==> config.mk <==
export PLATFORM = sky130hd
export DESIGN_NAME = uart_rx_shift_fifo
export DESIGN_NICKNAME = d
export VERILOG_FILES = /design/src/rtl/uart_pkg.sv /design/src/rtl/uart_sync_fifo.sv /design/src/rtl/uart_rx_shift_fifo.sv
export SDC_FILE = /design/constraint.sdc
export NUM_CORES = 1
export LEC_CHECK = 0
export CAP_MARGIN = 20
export CORE_ASPECT_RATIO = 0.7
export CORE_MARGIN = 5
export CORE_UTILIZATION = 46
export DETAILED_ROUTE_END_ITERATION = 12
export PLACE_DENSITY = 0.63
export SLEW_MARGIN = 10
export SYNTH_ARGS = -nofsm -noshare
export SYNTH_HDL_FRONTEND = slang
export SYNTH_SLANG_ARGS = --single-unit
==> constraint.sdc <==
create_clock -name CLOCK -period 2.95 [get_ports CLOCK]
set_input_delay 0.59 -clock CLOCK [delete_from_list [all_inputs] [get_ports CLOCK]]
set_output_delay 0.59 -clock CLOCK [all_outputs]
set_load 0.03 [all_outputs]
==> src/rtl/uart_pkg.sv <==
`default_nettype none
// +--------------------------------------------------------------------------+
// | Package     : uart_pkg                                                   |
// | Description : Constants and helpers shared by the UART RX and TX paths:  |
// |               parity mode encodings, default character width and FIFO   |
// |               depth, and the occupancy-counter width function.           |
// | Revision    : 1.0 - initial release                                      |
// +--------------------------------------------------------------------------+
package uart_pkg;

    // Parity mode encodings
    localparam int PAR_EVEN = 0;
    localparam int PAR_ODD  = 1;

    // Default geometry
    localparam int UART_DATA_W   = 8;
    localparam int UART_RX_DEPTH = 4;

    // Width of an occupancy counter able to hold 0..depth inclusive.
    function automatic int count_w(input int depth);
        return $clog2(depth + 1);
    endfunction

endpackage
`default_nettype wire

==> src/rtl/uart_sync_fifo.sv <==
`default_nettype none
// +--------------------------------------------------------------------------+
// | Module      : uart_sync_fifo                                             |
// | Description : Single-clock FIFO with registered read port. A pop         |
// |               presents the head entry on o_rd_data one cycle later with  |
// |               a single-cycle o_rd_valid. A write is accepted when not    |
// |               full, or when full and a pop happens in the same cycle.    |
// |               Writing into an empty FIFO never falls through.            |
// | Ports       : clk, rst (async, active-high)                              |
// |               i_wr_en/i_wr_data   - push request and data                |
// |               i_rd_en             - pop request (ignored when empty)     |
// |               o_rd_data/o_rd_valid- last popped entry / update pulse     |
// |               o_count/o_full/o_empty - occupancy status                  |
// | Revision    : 1.0 - initial release                                      |
// +--------------------------------------------------------------------------+
module uart_sync_fifo
    import uart_pkg::*;
#(
    parameter int WIDTH = UART_DATA_W + 1,
    parameter int DEPTH = UART_RX_DEPTH
) (
    input  logic                      clk,
    input  logic                      rst,
    input  logic                      i_wr_en,
    input  logic [WIDTH-1:0]          i_wr_data,
    input  logic                      i_rd_en,
    output logic [WIDTH-1:0]          o_rd_data,
    output logic                      o_rd_valid,
    output logic [count_w(DEPTH)-1:0] o_count,
    output logic                      o_full,
    output logic                      o_empty
);

    localparam int c_PTR_W = $clog2(DEPTH);
    localparam int c_CNT_W = count_w(DEPTH);

    logic [WIDTH-1:0]   r_mem [DEPTH];
    logic [c_PTR_W-1:0] r_wptr;
    logic [c_PTR_W-1:0] r_rptr;
    logic [c_CNT_W-1:0] r_count;
    logic [WIDTH-1:0]   r_rd_data;
    logic               r_rd_valid;

    logic               w_full;
    logic               w_empty;
    logic               w_pop;
    logic               w_push;
    logic [c_CNT_W-1:0] w_count_nxt;

    assign w_full  = (r_count == c_CNT_W'(DEPTH));
    assign w_empty = (r_count == '0);
    assign w_pop   = i_rd_en & ~w_empty;
    // A simultaneous pop frees a slot, so a full FIFO still accepts the write.
    assign w_push  = i_wr_en & (~w_full | w_pop);

    always_comb begin
        w_count_nxt = r_count;
        if (w_push && !w_pop) begin
            w_count_nxt = r_count + c_CNT_W'(1);
        end else if (!w_push && w_pop) begin
            w_count_nxt = r_count - c_CNT_W'(1);
        end
    end

    always_ff @(posedge clk or posedge rst) begin
        if (rst) begin
            r_wptr     <= '0;
            r_rptr     <= '0;
            r_count    <= '0;
            r_rd_data  <= '0;
            r_rd_valid <= 1'b0;
        end else begin
            r_count    <= w_count_nxt;
            r_rd_valid <= w_pop;
            if (w_push) begin
                r_wptr <= r_wptr + c_PTR_W'(1);
            end
            if (w_pop) begin
                r_rptr    <= r_rptr + c_PTR_W'(1);
                r_rd_data <= r_mem[r_rptr];
            end
        end
    end

    // Storage carries no reset; its contents are only observed after a push.
    always_ff @(posedge clk) begin
        if (w_push) begin
            r_mem[r_wptr] <= i_wr_data;
        end
    end

    assign o_rd_data  = r_rd_data;
    assign o_rd_valid = r_rd_valid;
    assign o_count    = r_count;
    assign o_full     = w_full;
    assign o_empty    = w_empty;

endmodule
`default_nettype wire

==> src/rtl/uart_rx_shift_fifo.sv <==
`default_nettype none
// +--------------------------------------------------------------------------+
// | Module      : uart_rx_shift_fifo                                         |
// | Description : UART receive datapath. Deserialises Rx samples strobed by  |
// |               the bit-timing FSM into a DATA_W-bit word, checks parity,  |
// |               and queues {perr, word} in a DEPTH-entry FIFO.             |
// | Ports       : CLOCK, reset (async, active-high)                          |
// |               Rx, shift, parity_sample, load_buffer - from the bit FSM   |
// |               Rd_en, clr_ovrflw                     - from the core      |
// |               rx_data_out, rx_perr, rd_valid        - popped word        |
// |               d_valid, fifo_count, overflow         - FIFO status        |
// | Revision    : 1.0 - initial release                                      |
// +--------------------------------------------------------------------------+
module uart_rx_shift_fifo
    import uart_pkg::*;
#(
    parameter int DATA_W     = UART_DATA_W,
    parameter int DEPTH      = UART_RX_DEPTH,
    parameter int LSB_FIRST  = 1,
    parameter int PARITY_EN  = 0,
    parameter int PARITY_ODD = PAR_EVEN
) (
    input  logic                      CLOCK,
    input  logic                      reset,
    input  logic                      Rx,
    input  logic                      shift,
    input  logic                      parity_sample,
    input  logic                      load_buffer,
    input  logic                      Rd_en,
    input  logic                      clr_ovrflw,
    output logic [DATA_W-1:0]         rx_data_out,
    output logic                      rx_perr,
    output logic                      rd_valid,
    output logic                      d_valid,
    output logic [count_w(DEPTH)-1:0] fifo_count,
    output logic                      overflow
);

    logic [DATA_W-1:0] r_sreg;
    logic              r_par_bit;
    logic              r_overflow;

    logic [DATA_W-1:0] w_sreg_shifted;
    logic              w_perr;
    logic              w_full;
    logic              w_empty;
    logic              w_ovf_set;
    logic [DATA_W:0]   w_rd_entry;

    if (LSB_FIRST != 0) begin : g_lsb_first
        assign w_sreg_shifted = {Rx, r_sreg[DATA_W-1:1]};
    end else begin : g_msb_first
        assign w_sreg_shifted = {r_sreg[DATA_W-2:0], Rx};
    end

    // The pushed value is the register contents before any same-cycle shift,
    // so the FSM may overlap the next frame's first shift with load_buffer.
    assign w_perr = (PARITY_EN != 0) &&
                    (((^r_sreg) ^ r_par_bit) != 1'(PARITY_ODD));

    // When full, any Rd_en is a real pop (full implies non-empty), which
    // makes room for the incoming word.
    assign w_ovf_set = load_buffer & w_full & ~Rd_en;

    always_ff @(posedge CLOCK or posedge reset) begin
        if (reset) begin
            r_sreg     <= '0;
            r_par_bit  <= 1'b0;
            r_overflow <= 1'b0;
        end else begin
            if (shift) begin
                r_sreg <= w_sreg_shifted;
            end
            if (parity_sample) begin
                r_par_bit <= Rx;
            end
            // Set has priority over clear so a drop is never lost.
            if (w_ovf_set) begin
                r_overflow <= 1'b1;
            end else if (clr_ovrflw) begin
                r_overflow <= 1'b0;
            end
        end
    end

    uart_sync_fifo #(
        .WIDTH (DATA_W + 1),
        .DEPTH (DEPTH)
    ) u_fifo (
        .clk        (CLOCK),
        .rst        (reset),
        .i_wr_en    (load_buffer),
        .i_wr_data  ({w_perr, r_sreg}),
        .i_rd_en    (Rd_en),
        .o_rd_data  (w_rd_entry),
        .o_rd_valid (rd_valid),
        .o_count    (fifo_count),
        .o_full     (w_full),
        .o_empty    (w_empty)
    );

    assign rx_data_out = w_rd_entry[DATA_W-1:0];
    assign rx_perr     = w_rd_entry[DATA_W];
    assign d_valid     = ~w_empty;
    assign overflow    = r_overflow;

endmodule
`default_nettype wire

# [Word-level counts from Yosys, hierarchy flattened]
# Memories as Yosys holds them, arrays and structs flattened. A register that Yosys moved wholly into a read port is not among the register bits.
# Cells that the tools add are included.
# Widths: inputs -> output; s select.
[classes] n_reduce_logical=7 eq_ne=1 n_bitwise=8 muxes=6 n_addsub=4
[ops] cell="$mux 3" count=2
[ops] cell="$add 2x1->2 const B" count=2
[ops] cell="$and 1x1->1" count=4
[ops] cell="$mux 1" count=4
[ops] cell="$reduce_bool 2->1" count=2
[ops] cell="$add 3x1->3 const B" count=1
[ops] cell="$eq 3x3->1 const B" count=1
[ops] cell="$logic_not 3->1" count=1
[ops] cell="$not 1->1" count=3
[ops] cell="$sub 3x1->3 const B" count=1
[ops] cell="$logic_and 1x1->1" count=2
[ops] cell="$logic_not 1->1" count=2
[ops] cell="$or 1x1->1" count=1
[word_totals] mem_count=1 out_inout_bits=15 regBits=26 input_bits=8 elab_cells=34 ram_bits=32
[memory_table] memory="u_fifo.r_mem" words=4 word_bits=8 rd=1 rd_ports_with_merged_regs=1 wr=1 line="uart_sync_fifo.sv:37" source="logic [WIDTH-1:0] r_mem [DEPTH];"

# [Longest topological paths before layout]
# Gate-level depths: netlist (run 1).
[logic_depth] word_depth=9 ltp_mapped=9 mapped_depth_nobuf=8

# [Hierarchy]
# A second synthesis (run 1) with hierarchy kept.
[hier_totals] cells_unflattened=147 hier_area_um2=2482.4
[by_module_without_submodules] mod="uart_sync_fifo" seq_area_each_um2=1506.4 cells_each=123 instances=1 area_per_inst_um2=2100.8
[by_module_without_submodules] mod="uart_rx_shift_fifo" seq_area_each_um2=225.2 cells_each=24 instances=1 area_per_inst_um2=381.6

# [Worst setup path before layout (run 1)]
# OpenSTA, ideal clock, no wires.
[synth_timing] kind="reg2reg" from="reg u_fifo.r_count[0], in the netlist u_fifo.o_count[0]" to="reg u_fifo.r_count[1], in the netlist u_fifo.o_count[1]" synth_period_minus_slack_ns=2.181 slack_ns=0.769 path_buffers=1 setup_ns=0.125 arrival_ns=2.056 t_required_ns=2.825 stages_incl_launch_ff=8 path_cell_list="dfrtp_1 -> nor4b_1 -> nor2b_1 -> buf_2 -> ha_1 -> inv_1 -> fa_1 -> mux2_2"
[synth_via] elab_cells_between_ends=16 cone_classes="2 x add/sub; 1 x eq/ne; 2 x mux; 5 x bitwise; 6 x reduce/logical"
[synth_lines] element="start, declared" line="uart_sync_fifo.sv:40" source="logic [c_CNT_W-1:0] r_count;"
[synth_lines] element="start signal, assigned" line="uart_sync_fifo.sv:73" source="r_count <= w_count_nxt;"
[synth_lines] element="$logic_not 3->1" line="uart_sync_fifo.sv:51" source="assign w_empty = (r_count == '0);"
[synth_lines] element="$not 1->1" line="uart_sync_fifo.sv:52" source="assign w_pop = i_rd_en & ~w_empty;"
[synth_lines] element="$and 1x1->1" line="uart_sync_fifo.sv:52"
[synth_lines] element="$or 1x1->1 *" line="uart_sync_fifo.sv:54" source="assign w_push = i_wr_en & (~w_full | w_pop);"
[synth_lines] element="$and 1x1->1 *" line="uart_sync_fifo.sv:54"
[synth_lines] element="net u_fifo.w_push" line="uart_sync_fifo.sv:47" source="logic w_push;"
[synth_lines] element="$logic_and 1x1->1 *" line="uart_sync_fifo.sv:58" source="if (w_push && !w_pop) begin"
[synth_lines] element="$mux 3 *" line="uart_sync_fifo.sv:58"
[synth_lines] element="net u_fifo.w_count_nxt[1]" line="uart_sync_fifo.sv:48" source="logic [c_CNT_W-1:0] w_count_nxt;"
# The timed path passes the listed nets; every way through them passes the cells marked *. The select of a mux whose other input is x is not followed.
# A chain may end at the register's enable or synchronous reset.

# [Worst setup path in the final report (run 1)]
[layout_timing] from="reg u_fifo.r_count[1], in the netlist u_fifo.o_count[1]" to="out d_valid"
[layout_via] elab_chain_cells=2
[layout_lines] element="$logic_not 3->1" line="uart_sync_fifo.sv:51"
[layout_lines] element="$not 1->1" line="uart_rx_shift_fifo.sv:104" source="assign d_valid = ~w_empty;"
[layout_lines] element="end, declared" line="uart_rx_shift_fifo.sv:34" source="output logic d_valid,"
# Every way passes these cells.

==> results of run 1 <==
## area by class of cell
class / instances / area (um^2) / area share (%)
tap: 69 / 86.3 / 3.21
sequential: 57 / 1590 / 58.9
multi-input combinational: 51 / 627 / 23.3
clock buffer: 10 / 128 / 4.74
timing repair buffer: 22 / 215 / 7.99
clock inverter: 6 / 25.0 / 0.929
inverter: 6 / 25.0 / 0.929
## through the flow
| stage | std cells | power (mW) | hold slack [ns] |
|---|---|---|---|
| 2_1_floorplan | 120 | 1.99 | 0.472 |
| 3_5_place_dp | 205 | 2.30 | 0.497 |
| 6_report | 221 | 2.83 | 0.512 |
| 5_1_grt | 221 | 3.02 | 0.529 |
| 4_1_cts | 221 | 2.88 | 0.515 |
| 3_3_place_gp | 205 | 2.27 | 0.497 |
## per-layer routing
| metal | global-route usage [%] | wire (um) |
|---|---|---|
| met5 | 0 | 0 |
| met4 | 5.95 | 17 |
| met3 | 7.05 | 241 |
| met2 | 19.8 | 1630 |
| met1 | 16.7 | 1630 |
## cell usage in the layout (no fill, tap or decap), drive strengths merged
cell type,n
edfxtp,32
dfrtp,25
clkdlybuf4s50,20
mux2,18
clkbuf,10
mux4,8
inv,6
clkinv,6
ha,5
and2,4
xnor2,3
xor2,3
nand2,3
buf,2
or3,1
nor4b,1
nor2b,1
nor2,1
o21ai,1
fa,1
conb,1
## worst max-delay path, cell delays in order (launching register included)
cell	delay [ns]
dfrtp_1	0.44
or3_4	0.43
clkdlybuf4s50_1	0.60
## flip-flops by register name, summed over array words and instances, names as in the netlist
name               flops
u_fifo.r_rptr          2
u_fifo.o_rd_valid      1
overflow               1
u_fifo.r_mem          32
u_fifo.o_count         3
u_fifo.o_rd_data       8
r_sreg                 8
u_fifo.r_wptr          2
## logic make-up (layout without fill, tap and decap cells)
group                      Yosys count  after routing  synth area share (%)
other                                1              1                 0.164
DFF                                 57             57                  69.4
AOI/OAI and AO/OA                    1              1                 0.219
adders and majority gates            6              6                  3.61
muxes                               26             26                  17.9
xor gates and xnor gates             6              6                  2.30
buffers and inverters               12             44                  3.17
and+or+nand+nor                     11             11                  3.23
## worst paths after layout
path,start,end,slack (ns),cells past startpoint
hold reg to reg,u_fifo.o_rd_data[7],u_fifo.o_rd_data[7],0.51,1
hold / removal,u_fifo.o_rd_data[7],u_fifo.o_rd_data[7],0.51,1
max in group asynchronous,reset,u_fifo.o_rd_data[7],2.08,3
setup / recovery,u_fifo.o_count[1],d_valid,0.56,2
setup reg to reg,u_fifo.o_count[1],u_fifo.o_count[1],0.89,6
min in group asynchronous,reset,u_fifo.o_rd_data[1],0.61,3
## report_power, final
| part | internal [mW] | switching [mW] | leakage (nW) |
|---|---|---|---|
| registers | 1.13 | 0.215 | 0.590 |
| clock network | 0.289 | 0.279 | 0.0800 |
| logic | 0.499 | 0.422 | 0.362 |
==> metrics.txt, run 1 <==
status=finished, final reports clean; largest net degree at the start of global routing=26; io pins=23; RSZ-0062 raised after global routing=no; site row count=21; Max Fclk=419 MHz; Layout Skew=0.00738 ns; Slew Limit Fails=0; worst rel slew slack=~59%; Slew @ Worst Pin=0.608 ns; crit share post-route=roughly four fifths; # diodes=0; yosys warns=0; number of fill cells=377; Overflow after GRT=0; die area=0.00650 mm^2; Layout Nets=around 160; Area Overhead vs Synth=17.8%; fin crit period=2.39 ns; Post-synth EDFFs=32; Post-DP Area=0.00254 mm^2; top cells by area, synth=edfxtp_1, dfrtp_1, mux4_2; CTS tree=done; Final ANT Viol Nets=0; FF+latch count, synth=57; endpoint type of the worst setup path=primary output; vias per cell=4.84; CTS root buffer=clkbuf_8; CP Max Fanout=5; synthesized instance count=120; Detail Placement HPWL=roughly 2400 um; Clk Latency, worst-skew pair=roughly 0.33 ns; first-pass GRT wire length=5970 um; gp weighted congestion=roughly 0.69; Finished Core Util=between 50% and 60%; Routed WL=3520 um; prevailing post-synth register cell=edfxtp_1; vias=1070; H-Tree Depth=3; fraction of layout cells with a size suffix above 1=between 20% and 30%; clk buf depth=2; async set-or-reset flop fraction in the synthesized netlist=43.9%; CTS Buf Count=9; residual DRC count=0; # setup viols final=0; initial antenna violation count=0; vias in the first global route=1133; Initial Util=47.5%; Seq/Total Area, Yosys=69.4%; Fin. Hold Viols=0; Worst Setup Start Kind=register; Port Buffers=20; maximum vdd drop=0.000321 V; Post-Place Worst Slack=0.285 ns; Num Clock Sinks=57; area share of the largest cell type after synthesis=42.0%; GRT Total Usage=13.5%; Power per Cell Area=1050 mW/mm^2; final worst setup slack=0.563 ns; worst path required time=2.36 ns; Finished Cell Area=0.00269 mm^2; WP data arrival=1.80 ns; Pleak=1.03 nW; maxcap violations=0; post-CTS sizing=0; Iter 0 DRT Violations=74; dominant cell type by area after synthesis=edfxtp_1; Worst Hold Class=register to register; CP Class=register to primary output; average cell area after synthesis=19.0 um^2; drt first pass iters=4; cell area after synthesis=0.00229 mm^2; die width=between 90 and 100 um; core footprint=0.00481 mm^2; Die Y-Extent=~69 um; Post-CTS Setup Inserts=0; Clk pin slew, worst setup/hold paths=0.06 ns; top-count cell post-synth=edfxtp_1; hold_buf cts=0; Net Count, Synth=roughly 130; post-synth cell types=24; Routed wire per std cell=15.9 um; Setup TNS Final=0 ns; synth cell count leaders=edfxtp_1, dfrtp_1, mux2_2
(Power assumes the default switching activity.)
==> run 2, diff against run 1 <==
==> constraint.sdc (replaced) <==
create_clock -name CLOCK -period 2.2 [get_ports CLOCK]
set_input_delay 0.44 -clock CLOCK [delete_from_list [all_inputs] [get_ports CLOCK]]
set_output_delay 0.44 -clock CLOCK [all_outputs]
set_load 0.03 [all_outputs]
==> metrics.txt, run 2 (synthesis gave the netlist of run 1 again) <==
status=finished, final reports clean; Worst Hold Class=primary input to asynchronous set/reset pin; slowest stage delay, CP=0.45 ns; Post-Layout Cell Count=about 230; maximum vdd drop=slightly below 0.0005 V; io pins=23; GRT Total Usage=between 10 and 15%; Detail Placement HPWL=2450 um; clock share of power=21.1%; Slew Limit Fails=0; sw power=approximately 1.2 mW; clk buf depth=2; Post-DP Area=0.00257 mm^2; CTS root buffer=clkbuf_8; Routed WL=3550 um; H-Tree Depth=3; Die Y-Extent=approximately 70 um; CTS Buf Count=9; largest net degree at the start of global routing=26; Port Buffers=20; Worst Setup Start Kind=register; most common cell after layout, fill and taps aside=edfxtp_1; Area Overhead vs Synth=20.3%; WP data arrival=2.30 ns; drt first pass iters=4; die width=94.3 um; Critical Path, Cell by Cell=or3_4, nand2_4, ha_1, inv_1, fa_1, xor2_1, nor2_1, xor2_1; endpoint type of the worst setup path=register; Clk pin slew, worst setup/hold paths=0.06 ns; cell mode on critical path=xor2_1; slowest CP cell=dfrtp_1; # setup viols final=0; # diodes=0; Setup TNS Final=0 ns; Overflow after GRT=0; Fin. Hold Viols=0; site row count=21; Largest register FFs=32; core footprint=between 0.004 and 0.005 mm^2; CP Class=register to register; Final ANT Viol Nets=0; worst path required time=2.44 ns; Switching Fraction=31.6%; Iter 0 DRT Violations=25; Flop pwr share=44.9%; Max Fclk=487 MHz; Routed wire per std cell=15.8 um; Num Clock Sinks=57; Initial Util=47.5%; gp weighted congestion=around 0.67; vias=1070; Pleak=1.07 nW; Power per Cell Area=1420 mW/mm^2; vias in the first global route=1191; fin crit period=just over 2 ns; Placed Cells incl. Taps=between 200 and 250; most frequent cells in the layout=edfxtp_1, dfrtp_1, clkdlybuf4s50_1; Logic pwr share=approximately a third; vias per cell=between 4 and 5; initial antenna violation count=0; CP delay by family, top=simple AND/OR/NAND/NOR gates; residual DRC count=0; Finished Cell Area=0.00275 mm^2; total power=3.91 mW; die area=0.00650 mm^2; fraction of layout cells with a size suffix above 1=32.1%; crit share post-route=93.4%; CP Max Fanout=5; Buf/Inv on CP=1; Clk Latency, worst-skew pair=0.32 ns; first-pass GRT wire length=~6200 um; maxcap violations=0; CTS tree=done; Largest Register=u_fifo.r_mem; Layout Nets=about 170; Min Hold Slack=approximately 0.49 ns; Int Pwr=approximately 2.7 mW; Layout Skew=0.00618 ns
-- run 2: changes by cell type in the layout (fill, tap and decap cells not counted) --
cell	previous run	this run
buf_4	2	6
clkinv_1	4	0
clkbuf_8	9	11
clkbuf_1	1	2
clkdlybuf4s50_1	20	19
clkinv_2	2	3
dlygate4sd2_1	0	1
nor4b_1	1	0
nor4b_2	0	1
-- run 2: metal layers --
metal | GRT usage, % | part of all wire (%) | routed length [um]
met1 | 17.4 | 47 | 1660
met2 | 21.3 | 47 | 1680
met3 | 5.53 | 5.4 | 190
met4 | 6.49 | 0.62 | 22
met5 | 0 | 0 | 0
-- run 2: final cells by class --
| class | count | area (um^2) |
|---|---|---|
| Inverter | 6 | 25.0 |
| Timing Repair Buffer | 26 | 244 |
| Clock inverter | 3 | 15.0 |
| Multi-Input combinational cell | 51 | 633 |
| Clock buffer | 13 | 159 |
| Fill cell | 364 | 2060 |
| Sequential cell | 57 | 1590 |
| Tap cell | 69 | 86.3 |
-- run 2: through the flow --
step / utilization, % / setup WS, ns
after global placement: 53.4 / -0.163
after global routing: 57.2 / -0.00296
after CTS: 57.0 / 0.0723
after floorplan: - / 0.0190
after detailed placement: 53.4 / -0.277
final: 57.2 / 0.145
-- run 2: what timing repair did --
action / in CTS / in global routing
buffers inserted: 0 / 0
cloned: 0 / 0
resized for setup: 1 / 1
hold buffers: 0 / 0
endpoints found under the setup margin: 1 / 1
-- run 2: path summary, 6_finish.rpt --
kind                                startpoint                   to  slack (ns)  cells past startpoint
max in group asynchronous                reset  u_fifo.o_rd_data[6]        1.45                      3
setup reg to reg             u_fifo.o_count[1]    u_fifo.o_count[2]        0.15                      8
setup / recovery             u_fifo.o_count[1]    u_fifo.o_count[2]        0.15                      8
hold reg to reg            u_fifo.o_rd_data[4]  u_fifo.o_rd_data[4]        0.51                      1
hold / removal                           reset    u_fifo.o_rd_valid        0.49                      3
min in group CLOCK         u_fifo.o_rd_data[4]  u_fifo.o_rd_data[4]        0.51                      1
-- run 2: worst min-delay path, stage by stage --
cell and delay, ns:
clkdlybuf4s50_1 0.40, inv_1 0.05, buf_4 0.31
-- run 2: power groups by stage --
stage	sequential (mW)	combinational [mW]	clock [mW]
floorplan	1.90	0.766	0
finish	1.76	1.33	0.825
global route	1.81	1.44	0.910
global placement	1.75	1.31	0
CTS	1.76	1.35	0.856
detailed placement	1.78	1.35	0
